## config.mk

```make
export PLATFORM = sky130hd
export DESIGN_NAME = seq_lock_flat
export DESIGN_NICKNAME = d
export VERILOG_FILES = /design/src/rtl/lock_pkg.sv /design/src/rtl/seq_lock_if.sv /design/src/rtl/lockout_timer.sv /design/src/rtl/seq_lock.sv /design/src/flat_wrapper.sv
export SDC_FILE = /design/constraint.sdc
export NUM_CORES = 1
export LEC_CHECK = 0
export CAP_MARGIN = 40
export CORE_MARGIN = 3
export CORE_UTILIZATION = 48
export CTS_BUF_LIST = sky130_fd_sc_hd__clkbuf_8
export DETAILED_ROUTE_END_ITERATION = 16
export GPL_ROUTABILITY_DRIVEN = 0
export PLACE_DENSITY = 0.82
export SYNTH_ARGS = -nofsm -noshare
export SYNTH_HDL_FRONTEND = slang
export SYNTH_SLANG_ARGS = --single-unit
```

## constraint.sdc

```tcl
create_clock -name clk -period 1.79 [get_ports clk]
set_input_delay 0.179 -clock clk [delete_from_list [all_inputs] [get_ports clk]]
set_output_delay 0.179 -clock clk [all_outputs]
set_load 0.02 [all_outputs]
```

## src/rtl/lock_pkg.sv

```systemverilog
// Shared state encoding and digit-slice helper for the sequential combination lock.
package lock_pkg;

    typedef enum logic [1:0] {
        StLocked = 2'd0,
        StOpen   = 2'd1,
        StAlarm  = 2'd2,
        StProg   = 2'd3
    } lock_state_e;

    // Bit offset of digit idx inside a packed code; digit 0 sits in the MSBs.
    function automatic int unsigned digit_lsb(input int unsigned idx,
                                              input int unsigned digit_w,
                                              input int unsigned code_len);
        return (code_len - 1 - idx) * digit_w;
    endfunction

endpackage

```

## src/rtl/seq_lock_if.sv

```systemverilog
// Keypad-side/actuator-side signal bundle of seq_lock; prog_req exists only with LOCK_PROG_EN.
interface seq_lock_if #(
    parameter int unsigned DIGIT_W   = 4,
    parameter int unsigned CODE_LEN  = 4,
    parameter int unsigned MAX_TRIES = 3
);
    localparam int unsigned CntW  = $clog2(CODE_LEN + 1);
    localparam int unsigned FailW = $clog2(MAX_TRIES + 1);

    logic [DIGIT_W-1:0] digit_in;
    logic               digit_valid;
    logic               clear;
`ifdef LOCK_PROG_EN
    logic               prog_req;
`endif
    logic               unlock;
    logic               buzzer;
    logic [CntW-1:0]    count;
    logic [FailW-1:0]   fails;
    logic [1:0]         state;

`ifdef LOCK_PROG_EN
    modport master (output digit_in, digit_valid, clear, prog_req,
                    input  unlock, buzzer, count, fails, state);
    modport slave  (input  digit_in, digit_valid, clear, prog_req,
                    output unlock, buzzer, count, fails, state);
`else
    modport master (output digit_in, digit_valid, clear,
                    input  unlock, buzzer, count, fails, state);
    modport slave  (input  digit_in, digit_valid, clear,
                    output unlock, buzzer, count, fails, state);
`endif

endinterface

```

## src/rtl/lockout_timer.sv

```systemverilog
// Loadable down-counter timing the buzzer lockout; done is high while the count is zero.
module lockout_timer #(
    parameter int unsigned LOCKOUT_CYC = 16
) (
    input  logic clk,
    input  logic reset,
    input  logic load_i,
    input  logic dec_i,
    output logic done_o
);
    localparam int unsigned TimW = (LOCKOUT_CYC > 1) ? $clog2(LOCKOUT_CYC) : 1;
    localparam logic [TimW-1:0] LoadVal = TimW'(LOCKOUT_CYC - 1);

    logic [TimW-1:0] cnt_q;

    always_ff @(posedge clk) begin
        if (reset) begin
            cnt_q <= '0;
        end else if (load_i) begin
            cnt_q <= LoadVal;
        end else if (dec_i && (cnt_q != '0)) begin
            cnt_q <= cnt_q - 1'b1;
        end
    end

    assign done_o = (cnt_q == '0);

endmodule

```

## src/rtl/seq_lock.sv

```systemverilog
// Sequential combination lock: digit compare, fail counting, timed lockout.
// Build with LOCK_PROG_EN to make the code reprogrammable from the OPEN state.
module seq_lock
    import lock_pkg::*;
#(
    parameter int unsigned DIGIT_W     = 4,
    parameter int unsigned CODE_LEN    = 4,
    parameter int unsigned MAX_TRIES   = 3,
    parameter int unsigned LOCKOUT_CYC = 16,
    parameter logic [DIGIT_W*CODE_LEN-1:0] DEFAULT_CODE = 16'hBFDC
) (
    input logic       clk,
    input logic       reset,
    seq_lock_if.slave bus
);
    localparam int unsigned CodeW = DIGIT_W * CODE_LEN;
    localparam int unsigned CntW  = $clog2(CODE_LEN + 1);
    localparam int unsigned FailW = $clog2(MAX_TRIES + 1);
    localparam logic [CntW-1:0]  LastIdx = CntW'(CODE_LEN - 1);
    localparam logic [FailW-1:0] FailMax = FailW'(MAX_TRIES);

    lock_state_e      state_q;
    logic             unlock_q, buzzer_q, mis_q;
    logic [CntW-1:0]  count_q;
    logic [FailW-1:0] fails_q;
    logic [CodeW-1:0] code_cur;

    logic             digit_hit, last_digit, mis_all, lock_done, alarm_enter, timer_done;
    logic [FailW-1:0] fails_nxt;
    logic [DIGIT_W-1:0] ref_digit;

    assign ref_digit   = code_cur[digit_lsb(int'(count_q), DIGIT_W, CODE_LEN) +: DIGIT_W];
    // clear always wins over a simultaneous strobe
    assign digit_hit   = bus.digit_valid && !bus.clear;
    assign last_digit  = (count_q == LastIdx);
    assign mis_all     = mis_q | (bus.digit_in != ref_digit);
    assign fails_nxt   = fails_q + 1'b1;
    assign lock_done   = (state_q == StLocked) && digit_hit && last_digit;
    assign alarm_enter = lock_done && mis_all && (fails_nxt >= FailMax);

`ifdef LOCK_PROG_EN
    logic [CodeW-1:0] code_q, shadow_q, shadow_d;

    // Writes land in the shadow; the live code only changes when all digits are in.
    always_comb begin
        shadow_d = (state_q == StOpen) ? code_q : shadow_q;
        if ((state_q == StProg) && digit_hit) begin
            shadow_d[digit_lsb(int'(count_q), DIGIT_W, CODE_LEN) +: DIGIT_W] = bus.digit_in;
        end
    end

    always_ff @(posedge clk) begin
        if (reset) begin
            code_q   <= DEFAULT_CODE;
            shadow_q <= DEFAULT_CODE;
        end else begin
            shadow_q <= shadow_d;
            if ((state_q == StProg) && digit_hit && last_digit) begin
                code_q <= shadow_d;
            end
        end
    end

    assign code_cur = code_q;
`else
    assign code_cur = DEFAULT_CODE;
`endif

    lockout_timer #(
        .LOCKOUT_CYC(LOCKOUT_CYC)
    ) u_lockout_timer (
        .clk    (clk),
        .reset  (reset),
        .load_i (alarm_enter),
        .dec_i  (state_q == StAlarm),
        .done_o (timer_done)
    );

    always_ff @(posedge clk) begin
        if (reset) begin
            state_q  <= StLocked;
            unlock_q <= 1'b0;
            buzzer_q <= 1'b0;
            count_q  <= '0;
            fails_q  <= '0;
            mis_q    <= 1'b0;
        end else begin
            unique case (state_q)
                StLocked: begin
                    if (bus.clear) begin
                        count_q <= '0;
                        mis_q   <= 1'b0;
                    end else if (bus.digit_valid) begin
                        if (last_digit) begin
                            count_q <= '0;
                            mis_q   <= 1'b0;
                            if (!mis_all) begin
                                state_q  <= StOpen;
                                unlock_q <= 1'b1;
                                fails_q  <= '0;
                            end else if (alarm_enter) begin
                                state_q  <= StAlarm;
                                buzzer_q <= 1'b1;
                                fails_q  <= FailMax;
                            end else begin
                                fails_q <= fails_nxt;
                            end
                        end else begin
                            count_q <= count_q + 1'b1;
                            mis_q   <= mis_all;
                        end
                    end
                end
                StOpen: begin
                    if (bus.clear) begin
                        state_q  <= StLocked;
                        unlock_q <= 1'b0;
                        count_q  <= '0;
`ifdef LOCK_PROG_EN
                    end else if (bus.prog_req) begin
                        state_q  <= StProg;
                        unlock_q <= 1'b0;
                        count_q  <= '0;
`endif
                    end
                end
                StAlarm: begin
                    if (timer_done) begin
                        state_q  <= StLocked;
                        buzzer_q <= 1'b0;
                        fails_q  <= '0;
                    end
                end
`ifdef LOCK_PROG_EN
                StProg: begin
                    if (bus.clear) begin
                        state_q  <= StOpen;
                        unlock_q <= 1'b1;
                        count_q  <= '0;
                    end else if (bus.digit_valid) begin
                        if (last_digit) begin
                            state_q <= StLocked;
                            count_q <= '0;
                        end else begin
                            count_q <= count_q + 1'b1;
                        end
                    end
                end
`endif
                default: begin
                    state_q <= StLocked;
                end
            endcase
        end
    end

    assign bus.unlock = unlock_q;
    assign bus.buzzer = buzzer_q;
    assign bus.count  = count_q;
    assign bus.fails  = fails_q;
    assign bus.state  = state_q;

endmodule

```

## src/flat_wrapper.sv

```systemverilog
// flat-port wrapper written by rule: the top's interface ports become plain ports
module seq_lock_flat import lock_pkg::*;
#(
    parameter int unsigned DIGIT_W     = 4,
    parameter int unsigned CODE_LEN    = 4,
    parameter int unsigned MAX_TRIES   = 3,
    parameter int unsigned LOCKOUT_CYC = 16,
    parameter logic [DIGIT_W*CODE_LEN-1:0] DEFAULT_CODE = 16'hBFDC
)
  (clk, reset, bus_digit_in, bus_digit_valid, bus_clear, bus_unlock, bus_buzzer, bus_count, bus_fails, bus_state);
  seq_lock_if #(.DIGIT_W(DIGIT_W), .CODE_LEN(CODE_LEN), .MAX_TRIES(MAX_TRIES)) bus_i ();
  input logic clk;
  input logic reset;
  input wire logic [$bits(bus_i.digit_in)-1:0] bus_digit_in;
  input wire logic [$bits(bus_i.digit_valid)-1:0] bus_digit_valid;
  input wire logic [$bits(bus_i.clear)-1:0] bus_clear;
  output wire logic [$bits(bus_i.unlock)-1:0] bus_unlock;
  output wire logic [$bits(bus_i.buzzer)-1:0] bus_buzzer;
  output wire logic [$bits(bus_i.count)-1:0] bus_count;
  output wire logic [$bits(bus_i.fails)-1:0] bus_fails;
  output wire logic [$bits(bus_i.state)-1:0] bus_state;
  assign bus_i.digit_in = bus_digit_in;
  assign bus_i.digit_valid = bus_digit_valid;
  assign bus_i.clear = bus_clear;
  assign bus_unlock = bus_i.unlock;
  assign bus_buzzer = bus_i.buzzer;
  assign bus_count = bus_i.count;
  assign bus_fails = bus_i.fails;
  assign bus_state = bus_i.state;
  seq_lock #(.DIGIT_W(DIGIT_W), .CODE_LEN(CODE_LEN), .MAX_TRIES(MAX_TRIES), .LOCKOUT_CYC(LOCKOUT_CYC), .DEFAULT_CODE(DEFAULT_CODE)) u_core (.clk(clk), .reset(reset), .bus(bus_i));
endmodule
```

Word level (Yosys, flattened, before mapping)

Cells that the tools add are included.

Order comparisons: 1
Muxes and demuxes: 37
Reduce and logical (&&, ||, !) cells: 20
Bitwise logic cells: 1
Shift-type cells: 1
Add/sub/neg operators: 4
Eq/ne operators: 14

Operator list:

| cell                                                                          | number |
|---|---|
| 16-bit by 33-bit indexed part select with 4-bit output (first input constant) | 1 |
| 2-bit 2-to-1 mux                                                              | 12 |
| 1-bit 2-to-1 mux                                                              | 14 |
| 3-bit 2-to-1 mux                                                              | 4 |
| 6-bit AND reduction                                                           | 2 |
| 4-bit 2-to-1 mux                                                              | 2 |
| 2-bit by 1-bit inequality test with 1-bit output (second input constant)      | 4 |
| 2-bit inequality test (second input constant)                                 | 4 |
| 2-bit nonzero test                                                            | 4 |
| 7-bit AND reduction                                                           | 1 |
| 1-bit logical AND                                                             | 6 |
| 3-bit inequality test (second input constant)                                 | 2 |
| 2-bit one-hot mux with 3 select lines                                         | 1 |
| 3-bit one-hot mux with 2 select lines                                         | 1 |
| 5-bit AND reduction                                                           | 1 |
| 4-bit logical NOT                                                             | 1 |
| 4-bit inequality test                                                         | 1 |
| 1-bit one-hot mux with 2 select lines                                         | 2 |
| 2-bit one-hot mux with 2 select lines                                         | 1 |
| 4-bit nonzero test                                                            | 1 |
| 2-bit by 3-bit subtractor with 4-bit output (first input constant)            | 1 |
| 4-bit by 1-bit subtractor with 4-bit output (second input constant)           | 1 |
| 3-bit by 1-bit adder with 3-bit output (second input constant)                | 1 |
| 3-bit by 2-bit == test with 1-bit output (second input constant)              | 1 |
| 9 further kinds                                                               | 9 |

Register bits: 14
Logic and storage cells: 85
Output and inout bits: 9
Input bits: 8

Depth between registers and ports, before layout

Depth in word-level cells: 12
Depth in mapped cells: 6
Mapped depth without buffers: 6

Hierarchy

Synthesis repeated with hierarchy kept, for this count alone.

Cells, all modules: 87
Area total of the unflattened synthesis: 817.0 µm²

By module, submodules not included:

| module        | instances | seq. area each (µm²) | area each (µm²) | cells an instance |
|---|---|---|---|---|
| seq_lock      | 1         | 200.2                | 605.6           | 63 |
| lockout_timer | 1         | 80.1                 | 211.5           | 24 |

Worst setup path after synthesis

No wires, ideal clock.

Kind: register -> register
Start point: register u_core.count_q[1] (netlist: u_core.bus.count[1])
End point: register u_core.u_lockout_timer.cnt_q[2]
Stages on the path, launching flop included: 6
Slack: 120 ps
Period minus slack after synthesis: 1,670 ps
Arrival time: 1,595 ps
Library setup time: 74 ps
Path through: dfxtp_1 ha_1 nand4bb_1 a2111oi_4 a22oi_2 a31oi_1

Longest elaborated chain between the ends: 7

Ends and longest elaborated chain:

| item                                                   | line                | text |
|---|---|---|
| start: declaration                                     | seq_lock.sv:24      | `logic [CntW-1:0] count_q;` |
| start signal: assignment                               | seq_lock.sv:109     | `count_q <= count_q + 1'b1;` |
| 2-bit by 3-bit subtractor with 4-bit output            | lock_pkg.sv:15      | `return (code_len - 1 - idx) * digit_w;` |
| 16-bit by 33-bit indexed part select with 4-bit output | seq_lock.sv:32      | `assign ref_digit = code_cur[digit_lsb(int'(count_q), DIGIT_W, CODE_LEN) +: DIGIT_W];` |
| 4-bit inequality test                                  | seq_lock.sv:36      | `assign mis_all = mis_q \| (bus.digit_in != ref_digit);` |
| 1-bit OR                                               | seq_lock.sv:36      |  |
| 1-bit logical AND (*) (2 in a row)                     | seq_lock.sv:39      | `assign alarm_enter = lock_done && mis_all && (fails_nxt >= FailMax);` |
| 4-bit 2-to-1 mux or 2-bit nonzero test (tied branches) | --                  |  |
| end signal: assignment                                 | lockout_timer.sv:20 | `cnt_q <= LoadVal;` |
| end signal: assignment                                 | lockout_timer.sv:22 | `cnt_q <= cnt_q - 1'b1;` |
| end: declaration                                       | lockout_timer.sv:14 | `logic [TimW-1:0] cnt_q;` |

Mark *: on every way between the ends. The rest lies on a longest branch, timed or not.
A chain may end at the register's enable or synchronous reset.

Worst setup path after layout

Start point: register u_core.fails_q[0] (netlist: u_core.bus.fails[0])
End point: register u_core.u_lockout_timer.cnt_q[2]

Longest elaborated chain between the ends: 4

Ends and longest elaborated chain:

| item                                                   | line            | text |
|---|---|---|
| start: declaration                                     | seq_lock.sv:25  | `logic [FailW-1:0] fails_q;` |
| start signal: assignment                               | seq_lock.sv:104 | `fails_q <= FailMax;` |
| start signal: assignment                               | seq_lock.sv:106 | `fails_q <= fails_nxt;` |
| 2-bit by 1-bit adder with 2-bit output (*)             | seq_lock.sv:37  | `assign fails_nxt = fails_q + 1'b1;` |
| 2-bit >= comparator (*)                                | seq_lock.sv:39  |  |
| 1-bit logical AND (*)                                  | seq_lock.sv:39  |  |
| 4-bit 2-to-1 mux or 2-bit nonzero test (tied branches) | --              |  |

Marked as above.

==> results.yml <==
synth:
  synth_edf_count: 0
  ys_warn_count: 0
  ys_ff_latch: 14
  synthCells: 90
  post-synth-top-area-cell: "dfxtp_1"
  syn-cell-area_um2: 793
  yosysSeqAreaShare_pct: 35.3
  synth_nets: 101
  synthArstFlopShare_pct: 0
  synth_top_area_share_pct: 35.3
  syn_avg_cell_area_um2: 8.81
  synth-main-ff-cell: "dfxtp_1"
  synth_area_leaders: "dfxtp_1 (35%), ha_1 (4.7%), a21oi_1 (4.4%)"
  synth.distinct_cells: 37
pwr:
  finalPower_mw: 0.644
  leakage_nw: 0.369
  cellPowerDensity_nw_per_um2: 623
  peakVddDrop_mv: 0.455
clock_network:
  cts-root-buf: "clkbuf_8"
  cts_htree_levels: 1
  clk_latency_ns: 0.25
  cts_tree: "yes"
  cts_resized: 0
  cts_sinks: 14
  clk_path_buf_depth: 2
  cts_buffers: 3
  clk_pin_slew_ns: 0.06
  ctsHoldBuffers: 0
  cts_setup_buffers: 0
floorplan:
  ioPinCount: 17
  core.rowCount: 14
  die_y_um: 46.7
  die-area_um2: 2180
  start_util_pct: 52.1
  core_area_um2: 1520
  fp.dieW_um: 46.7
drt:
  wire_per_inst_um: 15.6
  first_pass_iters: 4
  final_antenna_net_count: 0
  drc: 0
  viasPerCell: 6.32
  drt_iter0_markers: 14
  vias: 803
  drt-total-wl_um: 1990
critical_path:
  arrival_ns: 1.84
  crit_family: "compound AO/OA/AOI/OAI gates"
  cpMaxStageDelayCell: "or3b_4"
  cp-start-kind: "flop"
  critPathCaptureType: "flop"
  reg2regPathDepth: 6
  required_ns: 1.96
  path_cells: "inv_1, ha_1, or3b_4, a2111oi_4, a22oi_2, a31oi_1"
  worstSetupPathType: "reg2reg"
  cpPeakStageDelay_ns: 0.41
  r2r_setup_slack_ns: 0.11
  worst-path-stages: 6
  crit_buf_inv: 1
  cp_max_fo: 5
final_layout:
  antenna_cells: 0
  fin_nets: 124
  syn2layout_area_growth_pct: 30.3
  final_area_um2: 1030
  drive_gt1_share_pct: 9.91
grt:
  grt_pass1_wl_um: 3140
  grt_overflow: 0
  gr-usage-all-layers_pct: 21.1
  grt_max_degree: 15
  antenna_found_initial: 0
  grt_pass1_vias: 768
sta:
  rsz0062_at_grt: "false"
  setup_viol: 0
  setup_tns_ns: 0
  fmax_ghz: 0.596
  relSlewSlack_pct: 69.1
  finalCriticalPeriod_ns: 1.68
  worst_pin_slew_ns: 0.461
  drv_slew: 0
  setup_ws_ns: 0.112
  fin_skew_ns: 0.00329
  min_period_over_period_pct: 93.7
  hold_viol: 0
run_status:
  outcome: "completed"
job:
  maxCapViolCount: 0
worst_hold_path:
  hold_class: "reg2reg"
  hold_depth: 2
place:
  dp_worst_setup_slack_ns: 0.0280
  placed_cell_area_um2: 992
  portBuffers: 16
  hpwlAfterDp_um: 1500
-- cell families after synthesis --
logic type	synth area share [%]
buffers and inverters	4.26
flip-flops	35.3
multiplexers	2.68
adder cells (fa/ha/maj)	4.73
AND/OR/NAND/NOR	22.2
AO/OA/AOI/OAI	26.3
XOR/XNOR	4.42
-- stage by stage --
stage / instances / util, % / hold WS (ns)
2_1_floorplan: 90 / - / 0.356
3_3_place_gp: 124 / 65.1 / 0.436
3_5_place_dp: 124 / 65.1 / 0.445
4_1_cts: 127 / 67.8 / 0.456
5_1_grt: 127 / 67.8 / 0.469
6_report: 127 / 67.8 / 0.460
-- worst paths after layout --
check,startpoint,to
setup reg to reg,u_core.bus.fails[0],u_core.u_lockout_timer.cnt_q[2]
setup / recovery,u_core.bus.fails[0],u_core.u_lockout_timer.cnt_q[2]
hold / removal,u_core.bus.buzzer,u_core.bus.buzzer
hold reg to reg,u_core.bus.buzzer,u_core.bus.buzzer
-- synthesized netlist by cell type, drive strengths merged, types with 2 or more instances --
| library cell | instances |
|---|---|
| a31oi | 2 |
| nor2 | 9 |
| nor2b | 4 |
| nand3 | 3 |
| a22oi | 3 |
| o21ai | 3 |
| a21oi | 8 |
| ha | 3 |
| xnor2 | 3 |
| dfxtp | 14 |
| nor3b | 2 |
| nand2 | 4 |
| a211o | 2 |
| or3 | 2 |
| inv | 8 |
-- cells in the final DEF, fill, tap and decap left out, types with 2 or more instances in the layout --
master,instances
or3_1,2
a211o_1,2
nor3b_1,2
clkdlybuf4s50_1,16
nand3_1,3
clkbuf_8,3
nor2_1,9
a31oi_1,2
a21oi_1,7
inv_1,8
o21ai_0,3
ha_1,3
xnor2_1,3
a22oi_1,2
nor2b_1,4
buf_4,3
nand2_1,4
dfxtp_1,14
-- per-layer routing --
metal	track usage (%)	share of wire [%]	up-vias	wire length (µm)
met5	0	0	-	0
met2	35.2	46	41	922
met3	6.64	8.2	9	163
li1	-	-	372	-
met4	11.0	3.1	0	62
met1	23.8	42	381	836
-- cell type report --
type | count | area [µm²]
Fill cell | 123 | 490
Multi-Input combinational cell | 67 | 479
Sequential cell | 14 | 280
Timing Repair Buffer | 19 | 183
Clock buffer | 3 | 41.3
Inverter | 8 | 30.0
Tap cell | 16 | 20.0
-- registers in the layout, indices dropped and copies added, names as in the netlist --
name / count
u_core.mis_q: 1
u_core.bus.count: 3
u_core.bus.buzzer: 1
u_core.bus.unlock: 1
u_core.bus.state: 2
u_core.u_lockout_timer.cnt_q: 4
u_core.bus.fails: 2
-- where the power goes --
group / leakage (nW) / internal (mW) / switching (mW)
Clock: 0.0216 / 0.149 / 0.111
Sequential: 0.113 / 0.314 / 0.00206
Combinational: 0.235 / 0.0315 / 0.0359
Total: 0.369 / 0.495 / 0.149
-- worst reg2reg max path: cells and delay by family, from the launching register on --
family,cells,cell delay (ns)
compound gates,3,0.63
fa+ha+maj,1,0.15
buf+inv,1,0.06
flops,1,0.34
simple gates,1,0.41
(Power assumes the default switching activity.)
